File: config.mk
export PLATFORM = sky130hd
export DESIGN_NAME = fetch_queue
export DESIGN_NICKNAME = d
export VERILOG_FILES = /design/src/rtl/fetch_queue.sv
export SDC_FILE = /design/constraint.sdc
export NUM_CORES = 1
export LEC_CHECK = 0
export ABC_AREA = 1
export CAP_MARGIN = 30
export CORE_UTILIZATION = 43
export CTS_CLUSTER_DIAMETER = 40
export CTS_CLUSTER_SIZE = 10
export DETAILED_ROUTE_END_ITERATION = 8
export PLACE_DENSITY = 0.75
export SLEW_MARGIN = 5
export SYNTH_ARGS = -nofsm -noshare
export SYNTH_HDL_FRONTEND = slang
export SYNTH_SLANG_ARGS = --single-unit
File: constraint.sdc
create_clock -name clock -period 1.5 [get_ports clock]
set_input_delay 0.3 -clock clock [delete_from_list [all_inputs] [get_ports clock]]
set_output_delay 0.3 -clock clock [all_outputs]
set_load 0.01 [all_outputs]
File: src/rtl/fetch_queue.sv
// Instruction fetch stage with a circular prefetch queue between imem and ID.
// Sequential fetch, head presented to ID, hold on stall=0, flush on taken jump.
module fetch_queue #(
  parameter int         DEPTH    = 4,
  parameter logic [7:0] RESET_PC = 8'h00
) (
  input  logic                       clock,
  input  logic                       reset_n,
  output logic [7:0]                 imem_addr,
  input  logic [7:0]                 imem_data,
  input  logic [7:0]                 pcj_mux,
  input  logic                       choice_mux,
  input  logic                       stall,
  output logic [7:0]                 inst,
  output logic [7:0]                 pc_calc,
  output logic                       inst_valid,
  output logic [$clog2(DEPTH):0]     level
);

  localparam int PTR_W = $clog2(DEPTH);
  localparam int CNT_W = PTR_W + 1;

  logic [7:0]       fetch_pc;
  logic [7:0]       inst_mem [DEPTH];
  logic [7:0]       pcp_mem  [DEPTH];
  logic [PTR_W-1:0] rd_ptr;
  logic [PTR_W-1:0] wr_ptr;
  logic [CNT_W-1:0] count;

  logic             not_empty;
  logic             pop;
  logic             push;

  // 8-bit PC increment; wraps 8'hFF to 8'h00 naturally.
  function automatic logic [7:0] pc_inc(input logic [7:0] pc);
    return pc + 8'd1;
  endfunction

  assign not_empty = (count != '0);
  assign pop       = stall & not_empty;
  assign push      = ~choice_mux & ((count < CNT_W'(DEPTH)) | pop);

  always_ff @(posedge clock or negedge reset_n) begin
    if (!reset_n) begin
      fetch_pc <= RESET_PC;
      rd_ptr   <= '0;
      wr_ptr   <= '0;
      count    <= '0;
      for (int i = 0; i < DEPTH; i++) begin
        inst_mem[i] <= 8'h00;
        pcp_mem[i]  <= 8'h00;
      end
    end else if (choice_mux) begin
      // Taken jump flushes the queue; any pop request this cycle is dropped.
      fetch_pc <= pcj_mux;
      rd_ptr   <= '0;
      wr_ptr   <= '0;
      count    <= '0;
    end else begin
      if (push) begin
        inst_mem[wr_ptr] <= imem_data;
        pcp_mem[wr_ptr]  <= pc_inc(fetch_pc);
        wr_ptr           <= wr_ptr + PTR_W'(1);
        fetch_pc         <= pc_inc(fetch_pc);
      end
      if (pop) begin
        rd_ptr <= rd_ptr + PTR_W'(1);
      end
      if (push && !pop) begin
        count <= count + CNT_W'(1);
      end else if (pop && !push) begin
        count <= count - CNT_W'(1);
      end
    end
  end

  assign imem_addr  = fetch_pc;
  assign inst       = not_empty ? inst_mem[rd_ptr] : 8'h00;
  assign pc_calc    = not_empty ? pcp_mem[rd_ptr]  : 8'h00;
  assign inst_valid = not_empty;
  assign level      = count;

endmodule

# --- Word level (Yosys, flattened, before mapping) ---
# Cells that the tools add are included.
classes:
  n_addsub: 5
  n_bitwise: 6
  reduce_logical: 10
  order_cmp: 4
  n_mux: 21
ops:
  columns: ["cell", "n"]
  rows:
  - ["8-bit two-way mux", 9]
  - ["32-bit bitwise mux", 2]
  - ["8-bit binary-select mux with 2-bit select", 2]
  - ["8-bit demux with 2-bit select", 1]
  - ["3-bit two-way mux", 3]
  - ["8-bit by 1-bit adder with 8-bit output (second input constant)", 1]
  - ["2-bit two-way mux", 4]
  - ["3-bit greater-or-equal comparator (second input constant)", 2]
  - ["2-bit inverter with 3-bit output", 2]
  - ["3-bit nonzero test", 2]
  - ["2-bit by 1-bit adder with 2-bit output (second input constant)", 2]
  - ["2-bit nonzero test", 2]
  - ["3-bit by 1-bit adder with 3-bit output (second input constant)", 1]
  - ["1-bit logical AND", 3]
  - ["3-bit by 1-bit < comparator with 1-bit output (second input constant)", 1]
  - ["3-bit < comparator (second input constant)", 1]
  - ["3-bit by 1-bit subtractor with 3-bit output (second input constant)", 1]
  - ["1-bit AND", 2]
  - ["1-bit logical NOT", 2]
  - ["2-bit AND reduction", 1]
  - ["1-bit inverter", 1]
  - ["1-bit bitwise OR", 1]
totals:
  output_inout_bits: 28
  elab_cells: 58
  reg_bits: 79

# --- Longest topological paths before layout ---
# Gate-level depths: netlist (run 1).
depth:
  depth_word: 9
  ltp_mapped: 10
  ltp_nobuf: 10

# --- Worst setup path before layout (run 1) ---
# No wires, ideal clock.
synth_path:
  path_kind: "register to register"
  startpoint: "reg count[2] (netlist: level[2])"
  endpoint: "reg count[1] (netlist: level[1])"
  arrival_time_ps: 1547
  path_stages_with_launch: 10
  required_ps: 1382
  path_slack_ps: -165
  path_cell_list: "dfrtp_1 > nand2_4 > nand2_8 > inv_2 > nand2_1 > inv_2 > fa_1 > inv_1 > nand2_1 > nand2_1"
synth_between:
  elab_chain_len: 7
  elab_cells_between_ends: 12
  cone_classes: "1 x order compare; 2 x mux; 3 x bitwise; 6 x reduce/logical"
synth_lines:
  columns: ["element", "line", "text"]
  rows:
  - ["start, declared", "28", "logic [CNT_W-1:0] count;"]
  - ["start signal, assigned", "70", "count <= count + CNT_W'(1);"]
  - ["start signal, assigned", "72", "count <= count - CNT_W'(1);"]
  - ["branches (longest 7 deep; another with 3-bit < comparator)", null, null]
# Several ways; the timed one is not identified.
# A chain may end at the register's enable or synchronous reset.

# --- Worst setup path after layout (run 1) ---
layout_path:
  startpoint: "reg rd_ptr[0]"
  endpoint: "out pc_calc[6]"
layout_between:
  elab_chain_len: 5
layout_lines:
  columns: ["element", "line", "text"]
  rows:
  - ["start, declared", "26", "logic [PTR_W-1:0] rd_ptr;"]
  - ["start signal, assigned", "67", "rd_ptr <= rd_ptr + PTR_W'(1);"]
  - ["2-bit inverter with 3-bit output (not written as such)", "79", "assign pc_calc = not_empty ? pcp_mem[rd_ptr] : 8'h00;"]
  - ["8-bit binary-select mux with 2-bit select", "79", null]
  - ["8-bit two-way mux (not written as such) (2 in a row)", "79", null]
  - ["8-bit two-way mux", "79", null]
  - ["end, declared", "15", "output logic [7:0] pc_calc,"]
# Every way passes these cells. The select of a mux whose other input is x is not followed.

==> run summary, run 1 <==
Die Area -> 9910 sq um
Clock Latency Late Sink -> 0.35 ns
TritonCTS Sinks -> 79
Initial drt markers -> 206
Max_cap viols -> 0
Worst slack, placed -> -0.454 ns
Crit Reg-Reg Startpoint -> level[1]
Grt ovf -> 0
Final min period -> 1.88 ns
CTS tree -> yes
YS warnings -> 0
Crit-path max FO -> 7
Worst slew margin -> 0.750
Hold Crit Class -> primary input to async pin
Layout area overhead -> 31.6%
Mapped Nets -> 505
Syn Area/Cell -> 8.54 sq um
Final core utilization -> 0.583
Crit path kind -> flip-flop to output pin
Initial cell density of the core -> 0.443
Peak supply drop -> 0.000803 V
Cell Pwr Density -> 1930 nW/um^2
Final ANT Viol Nets -> 0
Num CTS Buffers -> 9
Library cells used by synthesis -> 29
Outcome -> complete, but fails checks
Final period util -> 1.26
Crit-path slowest cell -> dfrtp_1
Area of the core -> 9240 sq um
Worst Setup Start Kind -> flip-flop
Ports -> 48
Max Slew Vio Count -> 0
Antenna violations before repair -> 0
Lkg Pwr -> 2.67 nW
Syn Inst Count -> 479
Die height -> 99.5 um
Worst-path cell chain -> buf_6, inv_4, buf_6, o21ai_0, a21oi_2, buf_2
Vias post-DR -> 3499
Fin nets -> 605
# H-tree levels -> 3
Crit path DAT -> 1.58 ns
Maximum clock frequency -> 531 MHz
Critical Path RT -> 1.20 ns
Fillers -> 820
Critical Path Sink Type -> output pin
Crit path top cell by count -> buf_6
GP Congestion -> 0.859
Mapped Area -> 4090 sq um
Placed Area -> 5080 sq um
Die Wd -> 99.5 um
Worst Clk Skew -> 0.00612 ns
Slew of the pin with the lowest slew margin -> 0.374 ns
Pin count of the biggest net entering global routing -> 50
Post-Route WL -> 9.75 mm
Reg2Reg Capture Point -> level[1]
Avg WL per Cell -> 13.7 um
Worst R2R Setup Slack -> -0.03 ns
Min Hold Slack -> 0.314 ns
Number of synthesized register bits -> 79
Vias in the first global route -> 3464
Register area share after synthesis -> 0.483
Detailed Routing Iterations Pass 1 -> 4
Gr usage total -> 0.213
FF/Latch Area -> 1980 sq um
Vias per cell -> 4.91
RSZ-0062 raised after global routing -> yes
Area of the multi-input gates -> 1860 sq um
IO Port Bufs -> 47
DP Wirelength -> 6.80 mm
Row count -> 35
Total Power -> 10.4 mW
Finished Cell Area -> 5380 sq um
Clock Path Buffers -> 2
Final setup fails -> 18
Wire length of the first global-routing pass -> 16.5 mm
Failing checks -> negative setup slack
Remaining DRCs -> 0
Share of layout cells above drive strength 1 -> 0.300
Worst-path clk slew -> 0.08 ns
R2R cell count -> 10
Final hold violation count -> 0
Slowest Stage Delay on Critical Path -> 0.42 ns
CTS Root Cell -> clkbuf_8
Final WS setup -> -0.385 ns
Diode count -> 0
[registers in the layout, summed over array words and instances (netlist names)]
register   count
pcp_mem       32
wr_ptr         2
rd_ptr         2
imem_addr      8
inst_mem      32
level          3
[cell usage after synthesis]
cell      number  area [sq um]
inv_6          1          8.76
nand4_1        2          12.5
inv_4          4          25.0
xor2_1         3          26.3
o21ai_0       37           185
buf_2          7          35.0
nand2_1      124           465
nor2_8         4          80.1
fa_1           1          20.0
o211ai_1       7          52.6
inv_1         31           116
nor2_2         1          6.26
nand3_1       18          90.1
buf_1          1          3.75
o21bai_1       1          7.51
nand2_4        1          11.3
a22oi_1        5          37.5
nor2_1        61           229
o21ai_1        6          30.0
a21oi_1       17          85.1
nand2_2       10          62.6
buf_8          1          15.0
nand2_8        1          20.0
ha_1           5          62.6
inv_2          4          15.0
clkbuf_1       4          15.0
dfrtp_1       79          1980
o21ai_2       35           307
buf_6          8          90.1
[critical path: cells and delay by family, from the launching register on]
kind / cells / cell delay, ns
compound gates: 2 / 0.29
flops: 1 / 0.42
buf+inv: 4 / 0.52
[layout make-up]
cell class / count / share of cell area
tap: 129 / 0.0300
clock inverter: 6 / 0.0158
inverter: 40 / 0.0325
multi-input combinational: 339 / 0.346
timing repair buffer: 110 / 0.185
clock buffer: 10 / 0.0237
sequential: 79 / 0.368
[metal layers]
layer	track usage	vias to the layer above	share of wire
met1	0.261	1664	0.44
met2	0.373	84	0.50
li1	-	1743	-
met3	0.0492	8	0.053
met4	0.0667	0	0.0080
met5	0	-	0
[through the flow]
step	setup TNS (ns)	std cells
floorplan	-0.0277	479
global placement	-23.12	687
finish	-4.97	713
detailed placement	-26.33	687
global route	-6.41	713
CTS	-5.23	712
[where the power goes]
part	switching, mW	internal, mW	total, mW
clock	0.794	0.932	1.73
sequential	0.542	3.05	3.59
combinational	2.77	2.32	5.08
total	4.10	6.29	10.4
[placed cells by master (no fill, tap or decap), types with 3 or more instances in the layout]
| cell type | Yosys | layout |
|---|---|---|
| nand2_2 | 10 | 11 |
| dlygate4sd2_1 | 0 | 9 |
| buf_2 | 7 | 16 |
| o21ai_0 | 37 | 24 |
| buf_4 | 0 | 43 |
| a21oi_1 | 17 | 15 |
| o211ai_1 | 7 | 7 |
| a22oi_1 | 5 | 5 |
| buf_6 | 8 | 13 |
| inv_4 | 4 | 5 |
| nor2_2 | 1 | 3 |
| dfrtp_1 | 79 | 77 |
| clkbuf_8 | 0 | 9 |
| nand3_1 | 18 | 18 |
| o21ai_2 | 35 | 35 |
| clkdlybuf4s50_1 | 0 | 17 |
| nand2_4 | 1 | 3 |
| nand2_1 | 124 | 121 |
| buf_12 | 0 | 8 |
| nor2_1 | 61 | 56 |
| nor2_8 | 4 | 4 |
| inv_2 | 4 | 5 |
| o21ai_1 | 6 | 19 |
| inv_1 | 31 | 28 |
| ha_1 | 5 | 4 |
| nor2_4 | 0 | 3 |
[cells by family after synthesis]
kind of cell	after synthesis	share of synthesized area
AO/OA/AOI/OAI	108	0.172
XOR/XNOR	3	0.00642
adder cells (fa/ha/maj)	6	0.0202
buffers and inverters	61	0.0792
flip-flops	79	0.483
AND/OR/NAND/NOR	222	0.239
[worst max path at each step]
stage	start	to	cells past startpoint
floorplan	level[2]	level[1]	9
global placement	rd_ptr[0]	pc_calc[6]	6
detailed placement	rd_ptr[0]	pc_calc[6]	6
CTS	rd_ptr[0]	pc_calc[6]	7
global route	rd_ptr[0]	pc_calc[6]	6
finish	rd_ptr[0]	pc_calc[6]	6
[repair_timing]
item                                    in CTS  in global routing
hold buffers                                 1                  0
gates resized for setup                    105                 24
buffers inserted                             7                  1
endpoints found under the setup margin      29                 30
pin swaps                                   13                 14
cloned                                       1                  0
hold endpoints to repair                     8                  0
Note: power is estimated with default switching activity, not from simulation.
==> run 2: changes to the inputs <==
- PLACE_DENSITY: 0.75 -> 0.66
==> run 2 against run 1 <==
Clock power grew 8%. Register-to-register slack hardly changed. Largest cell class unchanged. Worst setup slack gained 0.038 ns. The run still ends with negative setup slack left. Sequential cell count stayed put. Sequential share of layout area fell by 1.2 points. Combinational power grew 6.7%.
==> run summary, run 2 (synthesis results as in run 1) <==
Outcome -> complete, but fails checks
Failing checks -> negative setup slack
Die Wd -> 99.5 um (unchanged)
Gr usage total -> 0.215 (+0.00196)
Final hold violation count -> 0 (unchanged)
Die height -> 99.5 um (unchanged)
TritonCTS Sinks -> 79 (unchanged)
Share of layout cells above drive strength 1 -> 0.325 (+0.0252)
Worst R2R Setup Slack -> -0.02 ns (about the same)
Antenna violations before repair -> 0 (unchanged)
Total Power -> 10.9 mW (+5.1%)
Num CTS Buffers -> 9 (unchanged)
R2R cell count -> 10 (unchanged)
IO Port Bufs -> 47 (unchanged)
GP Congestion -> 0.843 (-1.9%)
Crit path max-delay family -> buffers and inverters
Combinational power share -> 0.496 (+0.007)
Hold Crit Class -> primary input to flip-flop
Slew of the pin with the lowest slew margin -> 0.370 ns (-0.00409 ns)
Initial drt markers -> 126 (-39%)
Crit path top cell by count -> nor2_1
Diode count -> 0 (unchanged)
Pin count of the biggest net entering global routing -> 29 (-42%)
Max_cap viols -> 0 (unchanged)
Hold Path End -> level[0]
CTS Root Cell -> clkbuf_8
Worst-path clk slew -> 0.08 ns (about the same)
Commonest non-fill, non-tap cell in the layout -> nand2_1
Final setup fails -> 17 (-1)
Detailed Routing Iterations Pass 1 -> 4 (unchanged)
# H-tree levels -> 3 (unchanged)
Psw -> 4.21 mW (+2.7%)
Area of the core -> 9240 sq um (unchanged)
Post-Route WL -> 10.1 mm (+3.5%)
Maximum clock frequency -> 542 MHz (+2.1%)
Avg WL per Cell -> 14.1 um (+2.9%)
Initial cell density of the core -> 0.443 (unchanged)
Crit path depth -> 7 (+1)
Seq pwr share -> 0.333 (-0.012)
Grt ovf -> 0 (unchanged)
Clock share of power -> 0.172 (+0.006)
Final period util -> 1.23 (-0.0255)
Vias post-DR -> 3504 (+0.14%)
Remaining DRCs -> 0 (unchanged)
Cell Pwr Density -> 1960 nW/um^2 (+1.4%)
Critical Path RT -> 1.20 ns (about the same)
Int Pwr -> 6.72 mW (+6.7%)
Crit-path slowest cell -> dfrtp_2
Final WS setup -> -0.346 ns (+0.0382 ns)
Layout area overhead -> 36.3%
Die Area -> 9910 sq um (unchanged)
Reg2Reg Capture Point -> level[1]
Hold Path Origin -> stall
Worst Path Buf+Inv -> 3 (-1)
Worst Clk Skew -> 0.00574 ns (-0.000375 ns)
Clock Latency Late Sink -> 0.35 ns (about the same)
DP Wirelength -> 6.62 mm (-2.7%)
Non-Filler Instances -> 717 (+0.56%)
Crit Reg-Reg Startpoint -> level[2]
Switching Fraction -> 0.386 (-0.00910)
Crit path DAT -> 1.55 ns (-0.03 ns)
Vias per cell -> 4.89 (-0.42%)
Slowest Stage Delay on Critical Path -> 0.40 ns (-0.02 ns)
Critical Path Sink Type -> output pin
Crit-path max FO -> 7 (unchanged)
Final ANT Viol Nets -> 0 (unchanged)
RSZ-0062 raised after global routing -> yes
Final min period -> 1.85 ns (-0.0382 ns)
Max Slew Vio Count -> 0 (unchanged)
Clock Path Buffers -> 2 (unchanged)
Ports -> 48 (unchanged)
Hold Path Stages -> 3
Worst-path cell chain -> buf_8, buf_12, nor2_1, nor2_1, o21ai_1, a21oi_1, buf_2
Commonest non-fill, non-tap cells in the layout -> nand2_1 (120), dfrtp_1 (74), nor2_1 (48)
Worst Setup Start Kind -> flip-flop
Cell count after placement -> 683 (-0.58%)
CTS tree -> yes
Crit path kind -> flip-flop to output pin
Lkg Pwr -> 2.76 nW (+3.2%)
Peak supply drop -> 0.000782 V (-2.6%)
Row count -> 35 (unchanged)
Vias in the first global route -> 3396 (-2.0%)
Fillers -> 792 (-3.4%)
Fin nets -> 610 (+0.83%)
Worst slew margin -> 0.753 (+0.00273)
Wire length of the first global-routing pass -> 16.5 mm (about the same)
[run 2: cell types whose count changed in the layout (fill, tap and decap cells not counted), sizes merged]
cell	delta
inv	-1
buf	+2
clkbuf	+2
clkdlybuf4s15	-2
dlymetal6s2s	+1
bufinv	+1
dlygate4sd2	+1
[run 2: stage by stage]
stage                     instance area [sq um]  worst slack (ns)  hold WS (ns)  setup TNS, ns  utilization
final                                      5580            -0.346         0.334          -4.93        0.604
after global routing                       5580            -0.471         0.384          -6.52        0.604
after CTS                                  5400            -0.348         0.393          -5.10        0.584
after detailed placement                   5080            -0.409         0.222         -21.87        0.549
after global placement                     5080            -0.430         0.222         -20.40        0.549
after floorplan                            4110           -0.0277       0.00441        -0.0277            -
[run 2: tightest hold or removal path, cell delays in order]
cell and delay, ns:
dlymetal6s2s_1 0.15, o211ai_1 0.11, o21ai_0 0.09
[run 2: power by group through the flow]
stage	Sequential (mW)	Clock, mW	Combinational (mW)
after detailed placement	3.63	0	5.08
after global routing	3.75	1.99	5.99
final	3.64	1.87	5.42
after floorplan	3.55	0	2.88
after global placement	3.60	0	4.99
after CTS	3.57	1.92	5.11
[run 2: area by class of cell]
| class | count | area [sq um] | share of cell area |
|---|---|---|---|
| clock buffers | 9 | 124 | 0.0222 |
| clock inverters | 6 | 110 | 0.0197 |
| inverters | 40 | 195 | 0.0350 |
| multi-input cells | 339 | 1860 | 0.334 |
| flip-flops and latches | 79 | 1980 | 0.356 |
| well taps | 129 | 161 | 0.0289 |
| repair buffers | 115 | 1140 | 0.205 |
[run 2: repair_timing]
action,in CTS,in global routing
buffers inserted,9,5
hold endpoints to repair,19,0
pin swaps,10,17
setup endpoints to repair,29,42
resized for setup,111,46
cloned,2,3
hold buffers,1,0
[run 2: layer usage]
metal / vias to the layer above / wire length, um / GRT usage
met2: 78 / 5050 / 0.357
met4: 0 / 204 / 0.0905
li1: 1752 / - / -
met1: 1655 / 4450 / 0.276
met3: 19 / 394 / 0.0422
met5: - / 0 / 0
[run 2: worst max path at each step]
stage                    from    endpoint  slack [ns]
floorplan            level[2]    level[1]       -0.03
global placement    rd_ptr[0]  pc_calc[5]       -0.43
global route        rd_ptr[0]     inst[2]       -0.47
detailed placement  rd_ptr[0]  pc_calc[5]       -0.41
CTS                 rd_ptr[0]  pc_calc[1]       -0.35
finish              rd_ptr[0]     inst[2]       -0.35
